<file path="src/rtl/addsub_pipe.sv">
// Pipelined WIDTH-bit adder/subtractor: one CHUNK-bit slice per stage with the
// carry registered between stages, valid/ready on both sides, global-enable stall.
module addsub_pipe #(
  parameter int WIDTH = 16,
  parameter int CHUNK = 8
) (
  input  logic             clk,
  input  logic             rst,
  input  logic             in_valid,
  output logic             in_ready,
  input  logic [WIDTH-1:0] a,
  input  logic [WIDTH-1:0] b,
  input  logic [1:0]       op,
  input  logic             cin,
  output logic             out_valid,
  input  logic             out_ready,
  output logic [WIDTH-1:0] result,
  output logic             cout,
  output logic             ovf,
  output logic             zero,
  output logic             neg
);

  localparam int STAGES = WIDTH / CHUNK;
  localparam int LAST   = STAGES - 1;

  logic stall;
  logic en;

  assign stall    = out_valid && !out_ready;
  assign en       = !stall;
  assign in_ready = !rst && !stall;

  // Operands are forwarded already right-shifted, so each stage always adds the
  // low CHUNK bits of what it receives; the partial sum grows by one slice per stage.
  for (genvar g = 0; g < STAGES; g++) begin : g_stage
    localparam int RW = WIDTH - g * CHUNK;

    logic [RW-1:0]            a_i;
    logic [RW-1:0]            b_i;
    logic                     c_i;
    logic                     sub_i;
    logic                     v_i;
    logic [CHUNK:0]           slice;
    logic [(g+1)*CHUNK-1:0]   s_n;
    logic [(g+1)*CHUNK-1:0]   s_q;
    logic                     v_q;

    if (g == 0) begin : g_in
      assign a_i   = a;
      assign b_i   = op[0] ? ~b : b;
      assign c_i   = op[1] ? (cin ^ op[0]) : op[0];
      assign sub_i = op[0];
      assign v_i   = in_valid && in_ready;
      assign s_n   = slice[CHUNK-1:0];
    end else begin : g_link
      assign a_i   = g_stage[g-1].g_fwd.a_q;
      assign b_i   = g_stage[g-1].g_fwd.b_q;
      assign c_i   = g_stage[g-1].g_fwd.c_q;
      assign sub_i = g_stage[g-1].g_fwd.sub_q;
      assign v_i   = g_stage[g-1].v_q;
      assign s_n   = {slice[CHUNK-1:0], g_stage[g-1].s_q};
    end

    assign slice = {1'b0, a_i[CHUNK-1:0]} + {1'b0, b_i[CHUNK-1:0]} + {{CHUNK{1'b0}}, c_i};

    always_ff @(posedge clk) begin
      if (rst) begin
        v_q <= 1'b0;
        s_q <= '0;
      end else if (en) begin
        v_q <= v_i;
        s_q <= s_n;
      end
    end

    if (g < LAST) begin : g_fwd
      logic [RW-CHUNK-1:0] a_q;
      logic [RW-CHUNK-1:0] b_q;
      logic                c_q;
      logic                sub_q;

      always_ff @(posedge clk) begin
        if (rst) begin
          a_q   <= '0;
          b_q   <= '0;
          c_q   <= 1'b0;
          sub_q <= 1'b0;
        end else if (en) begin
          a_q   <= a_i[RW-1:CHUNK];
          b_q   <= b_i[RW-1:CHUNK];
          c_q   <= slice[CHUNK];
          sub_q <= sub_i;
        end
      end
    end else begin : g_out
      logic cout_q;
      logic ovf_q;
      logic zero_q;

      // In the last stage the top slice bit of a_i/b_i is the operand MSB.
      always_ff @(posedge clk) begin
        if (rst) begin
          cout_q <= 1'b0;
          ovf_q  <= 1'b0;
          zero_q <= 1'b0;
        end else if (en) begin
          cout_q <= slice[CHUNK] ^ sub_i;
          ovf_q  <= (a_i[CHUNK-1] == b_i[CHUNK-1]) && (slice[CHUNK-1] != a_i[CHUNK-1]);
          zero_q <= (s_n == '0);
        end
      end
    end
  end

  assign out_valid = g_stage[LAST].v_q;
  assign result    = g_stage[LAST].s_q;
  assign cout      = g_stage[LAST].g_out.cout_q;
  assign ovf       = g_stage[LAST].g_out.ovf_q;
  assign zero      = g_stage[LAST].g_out.zero_q;
  assign neg       = g_stage[LAST].s_q[WIDTH-1];

endmodule

</file>
<file path="config.mk">
export PLATFORM = sky130hd
export DESIGN_NAME = addsub_pipe
export DESIGN_NICKNAME = d
export VERILOG_FILES = /design/src/rtl/addsub_pipe.sv
export SDC_FILE = /design/constraint.sdc
export NUM_CORES = 1
export LEC_CHECK = 0
export CORE_ASPECT_RATIO = 1.1
export CORE_MARGIN = 5
export CORE_UTILIZATION = 35
export CTS_CLUSTER_DIAMETER = 100
export CTS_CLUSTER_SIZE = 28
export DETAILED_ROUTE_END_ITERATION = 8
export PLACE_DENSITY = 0.58
export SYNTH_ARGS = -nofsm -noshare
export SYNTH_HDL_FRONTEND = slang
export SYNTH_SLANG_ARGS = --single-unit
</file>
<file path="constraint.sdc">
create_clock -name clk -period 3.4 [get_ports clk]
set_input_delay 0.51 -clock clk [delete_from_list [all_inputs] [get_ports clk]]
set_output_delay 0.51 -clock clk [all_outputs]
set_load 0.03 [all_outputs]
</file>
Word-level counts from Yosys, hierarchy flattened
Index checks and enable logic that the tools add are counted.
Storage, ports and cells
  output and inout bits: 22
  word-level logic and storage cells: 30
  register bits: 47
  bits of input ports: 39
Operators by class
  add/sub/neg operators: 4
  multiplexer cells: 2
  bitwise logic cells: 3
  reduce and logical (&&, ||, !) cells: 8
  equal/unequal tests: 2
Operators with widths (count)
  8-bit by 8-bit adder with 9-bit output: 2
  9-bit by 1-bit adder with 9-bit output: 2
  16-bit logical NOT: 1
  16-bit 2-to-1 mux: 1
  16-bit NOT: 1
  1-bit logical AND: 4
  1-bit logical NOT: 3
  1-bit bitwise XOR: 2
  1-bit == test: 1
  1-bit 2-to-1 mux: 1
  1-bit inequality test: 1

Longest topological paths before layout
Gate-level depths: netlist of run 1.
  depth after elaboration: 5
  depth in mapped cells: 10
  depth with buffers taken out: 9

Least setup slack after synthesis of run 1
Ideal clock, no wire load.
  kind: in2reg
  start: input port op[0]
  end: register g_stage[0].s_q[7]
  stages: 9
  arrival time: 2.979 ns
  path buffers: 2
  library setup time: 0.122 ns
  data required time: 3.278 ns
  setup slack: 0.299 ns
  cells stage by stage: buf_2 buf_1 xor2_1 fa_1 a21o_1 a21o_1 a2111oi_1 nor3_1 o311a_1
On the way
  cells in the longest elaborated chain, start to end: 3
  elaborated cells on any way between the ends: 5
  those cells by class: add/sub: 2; mux: 2; bitwise: 1
RTL lines
  start: declaration: RTL line 13  | input logic [1:0] op,
  16-bit 2-to-1 mux or 1-bit bitwise XOR (tied branches): RTL line 51, 52
  8-bit by 8-bit adder with 9-bit output or 1-bit 2-to-1 mux (tied branches): RTL line 65, 52
  9-bit by 1-bit adder with 9-bit output (*): RTL line 65  | assign slice = {1'b0, a_i[CHUNK-1:0]} + {1'b0, b_i[CHUNK-1:0]} + {{CHUNK{1'b0}}, c_i};
  end signal: assignment: RTL line 73  | s_q <= s_n;
  end: declaration: RTL line 46  | logic [(g+1)*CHUNK-1:0] s_q;
Every way passes the cells marked *; elsewhere a longest branch is shown, timed or not.
A chain may end at the register's enable or synchronous reset.

Worst setup path after layout of run 1
Same ends and word-level chain as after synthesis.

==> results of run 1 <==
==> logic make-up after synthesis <==
kind of cell	count (synthesis)	share of synthesized area (%)
mux	1	0.393
simple gates	113	20.9
buf+inv	25	3.88
fa+ha+maj	18	10.0
flops	47	36.9
compound gates	75	19.3
xor+xnor	25	8.59
==> sequential cells by signal (all words and copies together), names as in the netlist, 8 cells and up <==
register,count
g_stage.s_q,8
g_stage.g_fwd.a_q,8
g_stage.g_fwd.b_q,8
result,16
==> metrics by stage <==
stage,worst slack (ns),instances
after global routing,0.398,444
after global placement,0.271,436
final,0.535,444
after CTS,0.535,444
after floorplan,0.299,304
after detailed placement,0.199,436
==> cells in the mapped netlist (2+ instances only) <==
cell type / number / area, um^2
nand2_1: 53 / 199
dfxtp_1: 47 / 941
a21oi_1: 34 / 170
nor2_1: 23 / 86.3
ha_1: 14 / 175
xor2_1: 14 / 123
xnor2_1: 11 / 96.3
a211oi_1: 10 / 75.1
clkbuf_1: 9 / 33.8
nand3_1: 8 / 40.0
buf_1: 7 / 26.3
inv_1: 6 / 22.5
a21o_1: 5 / 37.5
o21ai_0: 5 / 25.0
fa_1: 4 / 80.1
nand2b_1: 4 / 25.0
nor3_1: 4 / 20.0
nor2b_1: 3 / 18.8
nor3b_1: 3 / 22.5
nor4b_1: 3 / 26.3
o211ai_1: 3 / 22.5
a221oi_1: 2 / 17.5
o21a_1: 2 / 15.0
o311ai_1: 2 / 17.5
or2_2: 2 / 12.5
==> power by group <==
part / switching, W / internal, W / leakage [nW] / total, W
logic: 0.000241 / 0.000219 / 0.881 / 0.000460
clock network: 0.000191 / 0.000143 / 0.0402 / 0.000335
registers: 0.0000410 / 0.000612 / 0.389 / 0.000653
total: 0.000474 / 0.000974 / 1.31 / 0.00145
==> placed cells by master, fill, tap and decap left out, types with 2 or more instances in the layout <==
cell | Yosys | routed
xor2_1 | 14 | 14
nor3_1 | 4 | 4
nand3_1 | 8 | 8
a21oi_1 | 34 | 34
a221oi_1 | 2 | 2
nor2_1 | 23 | 23
nor4b_1 | 3 | 3
ha_1 | 14 | 14
clkdlybuf4s50_1 | 0 | 60
a21o_1 | 5 | 5
nand2b_1 | 4 | 4
clkinvlp_4 | 0 | 2
xnor2_1 | 11 | 11
o21a_1 | 2 | 2
nor2b_1 | 3 | 2
dfxtp_1 | 47 | 47
clkbuf_8 | 0 | 5
nand2_1 | 53 | 53
o21ai_0 | 5 | 5
or2_2 | 2 | 2
a211oi_1 | 10 | 10
o311ai_1 | 2 | 2
o211ai_1 | 3 | 3
buf_4 | 1 | 5
fa_1 | 4 | 4
nor3b_1 | 3 | 3
inv_1 | 6 | 6
==> area by class of cell <==
type | count | area [um^2]
Inverter | 7 | 26.3
Fill cell | 713 | 3730
Tap cell | 85 | 106
Multi-Input combinational cell | 232 | 1510
Clock inverter | 3 | 20.0
Sequential cell | 47 | 941
Timing Repair Buffer | 65 | 638
Clock buffer | 5 | 68.8
==> worst max-delay path: cells and delay by family <==
family / cells / cell delay (ns)
and+or+nand+nor: 1 / 0.10
AOI/OAI and AO/OA: 4 / 1.24
xor gates and xnor gates: 1 / 0.23
adders and majority gates: 1 / 0.44
buffers and inverters: 1 / 0.53
==> metal layers <==
layer	vias to the layer above	part of all wire, %
met5	-	0
met4	0	2.1
met3	8	3.9
met2	46	49
met1	1053	45
li1	1159	-
==> worst max-delay path by stage <==
stage	to	slack, ns
finish	g_stage[0].s_q[7]	0.53
CTS	g_stage[0].g_fwd.c_q	0.53
global placement	g_stage[0].g_fwd.c_q	0.27
detailed placement	g_stage[0].g_fwd.c_q	0.20
floorplan	g_stage[0].s_q[7]	0.30
global route	g_stage[0].s_q[7]	0.40
==> results.txt, run 1 <==
The run finished with clean final reports. The cell sitting at the root of the clock tree is a clkbuf_8. The first-pass detailed-route iteration total came out at 4.

The power density over the cells was 437 nW/um^2; the worst reg-to-reg setup slack was 0.92 ns. The starting utilization of the core area came out at 36.2%. The final hold slack was 0.450 ns; the mean routed wirelength per cell was 13.7 um. Cells fill 47.0% of the core in the end. The tools report the type of element capturing the critical path as a flip-flop.

The startpoint identified for the worst hold timing path is result[12]. The logs give 9090 um^2 for the die area and 0 for the hold violation total from the final report. For the worst-skew pair, the clock arrives at the later sink with an insertion delay of 0.31 ns. The setup path with the least slack is of type input port to flip-flop.

The core region is 7050 um^2. The post-layout total power was 0.00145 W. Entering global routing, the biggest net connects 49 pins. Element type at the critical path start: an input port. In the global route stage, met3 resource usage came out at 2.72%. The logs give 47 for the number of clock sinks seen by CTS and 92 for the number of violations reported at the end of detailed-routing iteration 0. The required time reported for the critical path endpoint was 3.59 ns; the clock buffer count from CTS was 5.

Most common flop cell mapped by yosys: dfxtp_1. 0 antenna diodes ended up in the layout. After synthesis, the netlist uses 51 different library cells. The average cell area after synthesis came out at 8.38 um^2. Worst reg2reg path startpoint: g_stage[0].g_fwd.b_q[0].

For this run, design rule violations remaining after detail routing come to 0. The final global-route overflow total is 0, and the summed area of non-filler cells in the final layout is 3310 um^2. Maximum cell stage delay along the critical path: 0.53 ns. The tools report the end of the worst hold path as result[12]. The logs give 3.06 ns for the data arrival time of the worst path and 0 for the remaining antenna violation count. The die boundary width is 91.4 um.

The total of hold buffers inserted after clock tree synthesis is 0, and the deepest clock path buffer count is 2. For the CTS H-tree depth, the log shows 2. For the pin with the worst max-slew slack, the measured transition is 0.483 ns. The critical path goes through clkdlybuf4s50_1, xor2_1, fa_1, a21o_1, a21o_1, a2111oi_1, nor3_1, o311a_1. Headroom to the max-slew limit came out at 67.8%.

The worst hold path passes through 2 cells. Among all stages on the critical path, the largest delay is contributed by clkdlybuf4s50_1. The cell count after synthesis was 304.

The maximum fanout along the worst path works out to 5. The run gives 0 as the post-cts resize count. The met2 layer usage reported by global route was 24.6%; the number of primary I/O pins was 61. Worst clock skew: 0.0104 ns. The post-synthesis async set-or-reset flop share is 0%, and the synthesized cell area is 2550 um^2. Max-cap violations in this run came to 0. The final critical path takes up 84.3% of the cycle.

The final critical-path required period came out at 2.87 ns. Static timing analysis puts the maximum clock frequency at 0.349 GHz. The min-delay analysis places its worst path in the category flip-flop to flip-flop. Setup violations remaining at the end of the flow were counted as 0. Global routing's busiest layer: met2. The total detailed-routing wirelength was 6.08 mm; the number of global-route vias before repair was 2283. The detailed router placed 2266 vias in this run. The die is 99.5 um tall.

After legalization and detailed placement, the total HPWL measured 4.53 mm. Reg-to-reg critical path endpoint: zero. The fraction of layout instances using a drive strength above 1 was 5.85%. TritonCTS built the clock tree. Setup repair after global routing left no endpoint under its margin. The initial antenna violation count is 0. The number of nets in the synthesized netlist is 361.

After synthesis the netlist holds a flip-flop and latch count of 47. The analysis attributes to cell leakage a power of 1.31 nW. In the global route stage, met1 resource usage came out at 16.3%. Setup fix buffers added after clock tree synthesis: 0. The run gives 10.5 mm as the wire length of the first global-routing pass. Sequential elements use 36.9% of the synthesized area.

During placement, the flow inserted port buffers numbering 60. Relative to the synthesized area, the layout overhead comes to 29.9%. In the final design database the tool counted 415 nets. Once placement finished, the instance area stood at 3220 um^2.

The post-CTS clock slew at the launch and capture registers of the worst setup and hold paths works out to 0.08 ns. Most used cell along the critical path: a21o_1. The max-slew violation count is 0, and the peak supply drop is 210 uV.

The cell count of the worst reg-to-reg path was 8; the number of flops mapped to enable cells by yosys was 0. The weighted congestion reported at the end of routability-driven placement is 0.839, and the number of warnings reported in the yosys synthesis log is 0. Origin of the worst setup path: op[0].

The floorplan has 32 rows. Adding up every negative setup slack in the final design gives 0 ns. After detailed routing, the number of vias per cell comes to 5.10. Global routing used 13.9% of the available tracks.
No activity file was read; power rests on OpenSTA's default activity.
==> run 2: changes to the inputs <==
--- a/config.mk
+++ b/config.mk
@@ -11,7 +11,7 @@
 export CTS_CLUSTER_DIAMETER = 100
 export CTS_CLUSTER_SIZE = 28
 export DETAILED_ROUTE_END_ITERATION = 8
-export PLACE_DENSITY = 0.58
+export PLACE_DENSITY = 0.6
 export SYNTH_ARGS = -nofsm -noshare
 export SYNTH_HDL_FRONTEND = slang
 export SYNTH_SLANG_ARGS = --single-unit
==> constraint.sdc (replaced) <==
create_clock -name clk -period 2.5 [get_ports clk]
set_input_delay 0.375 -clock clk [delete_from_list [all_inputs] [get_ports clk]]
set_output_delay 0.375 -clock clk [all_outputs]
set_load 0.03 [all_outputs]
==> results.txt, run 2 (same netlist as run 1, synthesis figures left out) <==
Entering global routing, the biggest net connects 49 pins. The clock passes through at most 2 buffers. For this block, the routed nets add up to 6.18 mm of wire.

Subtracting the final worst setup slack from the clock period gives 2.37 ns. The share of the cycle needed by the critical path after routing came out at 94.7%. Leaving out fill and tap cells, the most frequent cells in the layout are clkdlybuf4s50_1, nand2_1, dfxtp_1, a21oi_1, nor2_1. The tools report the type of element capturing the critical path as a flip-flop. Once detail routing completed, the nets flagged for antenna violations numbered 0. The remaining routing DRC violations was 0; the detail-routed via count per cell was 4.99.

The initialized floorplan defines 32 standard-cell rows. The critical path goes through clkdlybuf4s50_1, nand2_1, xnor2_1, fa_2, fa_2, a21o_1, a21oi_2, nor2_1, o311ai_1, a21oi_1. For this run, the total global-route usage over all layers was measured as 14.0%. The hold violation total from the final report was 0; the clock latency of the later-clocked register in the worst-skew pair was 0.31 ns.

Measured along the x axis, the die boundary spans 91.4 um. Clock-pin slew was measured on the worst setup and hold paths at 0.11 ns. The logs give 0 for the final setup violation count and 47 for the number of clock sinks seen by CTS.

Summed over all cells, the static leakage comes to 1.42 nW. Setup repair after global routing left no endpoint under its margin. Static timing analysis puts the maximum clock frequency at 0.422 GHz. The number of max-capacitance violations reported is 0. The worst pin sits at a relative slew slack of 67.7%. After floorplanning, the core was sized to cover 7050 um^2. The HPWL after detailed placement is 4.71 mm. The maximum fanout along the worst path is 3. The first global-routing pass estimated 10.6 mm of wire.

After global routing the overflow that remains totals 0. The tools report the element type at the critical path start as an input port. After detailed placement, the total cell area comes to 3380 um^2.

Cells with a size suffix above 1 make up 11.3% of the layout. Starting utilization of the core area: 36.2%. The worst min-delay path category is flip-flop to flip-flop. Data arrival time of the worst path: 2.57 ns. The maximum cell stage delay along the critical path is 0.45 ns, and the required time reported for the critical path endpoint is 2.70 ns. The run gives 429 as the net count of the finished layout. The height of the die is 99.5 um, and the peak supply drop is 322 uV. The run gives 0.0152 ns as the worst clock skew.

The flow ran to the end, and the final reports show no timing, DRC or antenna violations. Along the worst hold path, the cell count comes to 2. TritonCTS built the clock tree. The clock buffer count from CTS is 5, and the slew at the pin closest to its max-slew limit is 0.484 ns. The run gives 2 as the CTS H-tree depth.

The cell type of the slowest stage on the worst timing path is clkdlybuf4s50_1. The worst setup path is of the input port to flip-flop kind. The die covers 9090 um^2.

The number of primary I/O pins was 61; the max-slew violation count was 0. The root buffer cell chosen for the clock tree is clkbuf_8. The cell count of the worst reg-to-reg path was 8.

Leaving out fill and tap cells, the most frequent cell in the layout is clkdlybuf4s50_1. Relative to the synthesized area, the layout overhead comes to 36.8%. Initial antenna violation count: 0.

The number of global-route vias before repair is 2236, and the power density over the cells is 593 nW/um^2. The first-pass detailed-route iteration total was 4; the weighted congestion reported at the end of routability-driven placement was 0.818. Prior to clock tree synthesis, the placed netlist has a worst setup slack of -0.337 ns. The mean routed wirelength per cell works out to 13.5 um. The logs give 0 for the setup fix buffers added after clock tree synthesis and 2285 for the total via count in the routed design.

The tools report the antenna diode count as 0. Across all setup checks in the final design, the least slack found is 0.132 ns. The register with the most flip-flops in the layout has 16 of them. Counting stages on the worst path, the most repeated cell is fa_2. Number of buffers inserted by port buffering: 60.

The number of violations reported at the end of detailed-routing iteration 0 is 49, and the summed area of non-filler cells in the final layout is 3490 um^2.
-- run 2: cell types whose count changed in the layout (fill, tap and decap cells not counted), moves of 2 or more --
| cell | delta |
|---|---|
| a21oi_1 | -2 |
| a21oi_2 | +2 |
| buf_12 | +2 |
| buf_4 | +13 |
| clkdlybuf4s50_1 | -2 |
| clkinvlp_4 | -2 |
| fa_1 | -2 |
| fa_2 | +2 |
| inv_6 | +2 |
-- run 2: worst max-delay path, delay by kind of cell --
family | cells | cell delay (ns)
xor+xnor | 1 | 0.14
compound gates | 4 | 0.74
buf+inv | 1 | 0.45
fa+ha+maj | 2 | 0.71
simple gates | 2 | 0.14
-- run 2: routing by layer --
metal | up-vias | routed length [um] | track usage [%]
li1 | 1193 | - | -
met4 | 0 | 78 | 4.85
met5 | - | 0 | 0
met3 | 4 | 259 | 2.50
met1 | 1045 | 2730 | 17.5
met2 | 43 | 3110 | 24.3
-- run 2: final cells by class --
cell class,count,area [um^2]
clock buffers,5,68.8
clock inverters,3,26.3
fillers,698,3560
inverters,7,26.3
multi-input cells,232,1550
flip-flops and latches,47,941
well taps,85,106
repair buffers,79,768
-- run 2: power by group --
group          total, W  internal, W  leakage (nW)  switching (W)
Clock          0.000493     0.000206        0.0491       0.000286
Combinational  0.000685     0.000341         0.979       0.000343
Sequential     0.000890     0.000832         0.389      0.0000577
Total           0.00207      0.00138          1.42       0.000687
-- run 2: stage by stage --
stage / std cells / hold WS (ns) / TNS (ns) / total power (W) / utilization (%)
6_report: 458 / 0.454 / 0 / 0.00207 / 49.5
5_1_grt: 458 / 0.479 / 0 / 0.00220 / 49.5
4_1_cts: 458 / 0.455 / 0 / 0.00208 / 49.3
3_5_place_dp: 450 / 0.443 / -1.32 / 0.00159 / 47.9
3_3_place_gp: 450 / 0.438 / -0.942 / 0.00159 / 47.9
2_1_floorplan: 304 / 0.432 / 0 / 0.00132 / -
-- run 2: path summary, 6_finish.rpt --
check	slack (ns)	endpoint	from
max reg2reg	0.14	zero	g_stage[0].g_fwd.a_q[0]
max	0.13	g_stage[0].g_fwd.c_q	op[1]
min reg2reg	0.45	result[12]	result[12]
min	0.45	result[12]	result[12]
-- run 2: repair_timing --
item                                    in CTS  in global routing
resized for setup                            0                  3
hold buffers                                 0                  0
endpoints found under the setup margin       0                  4
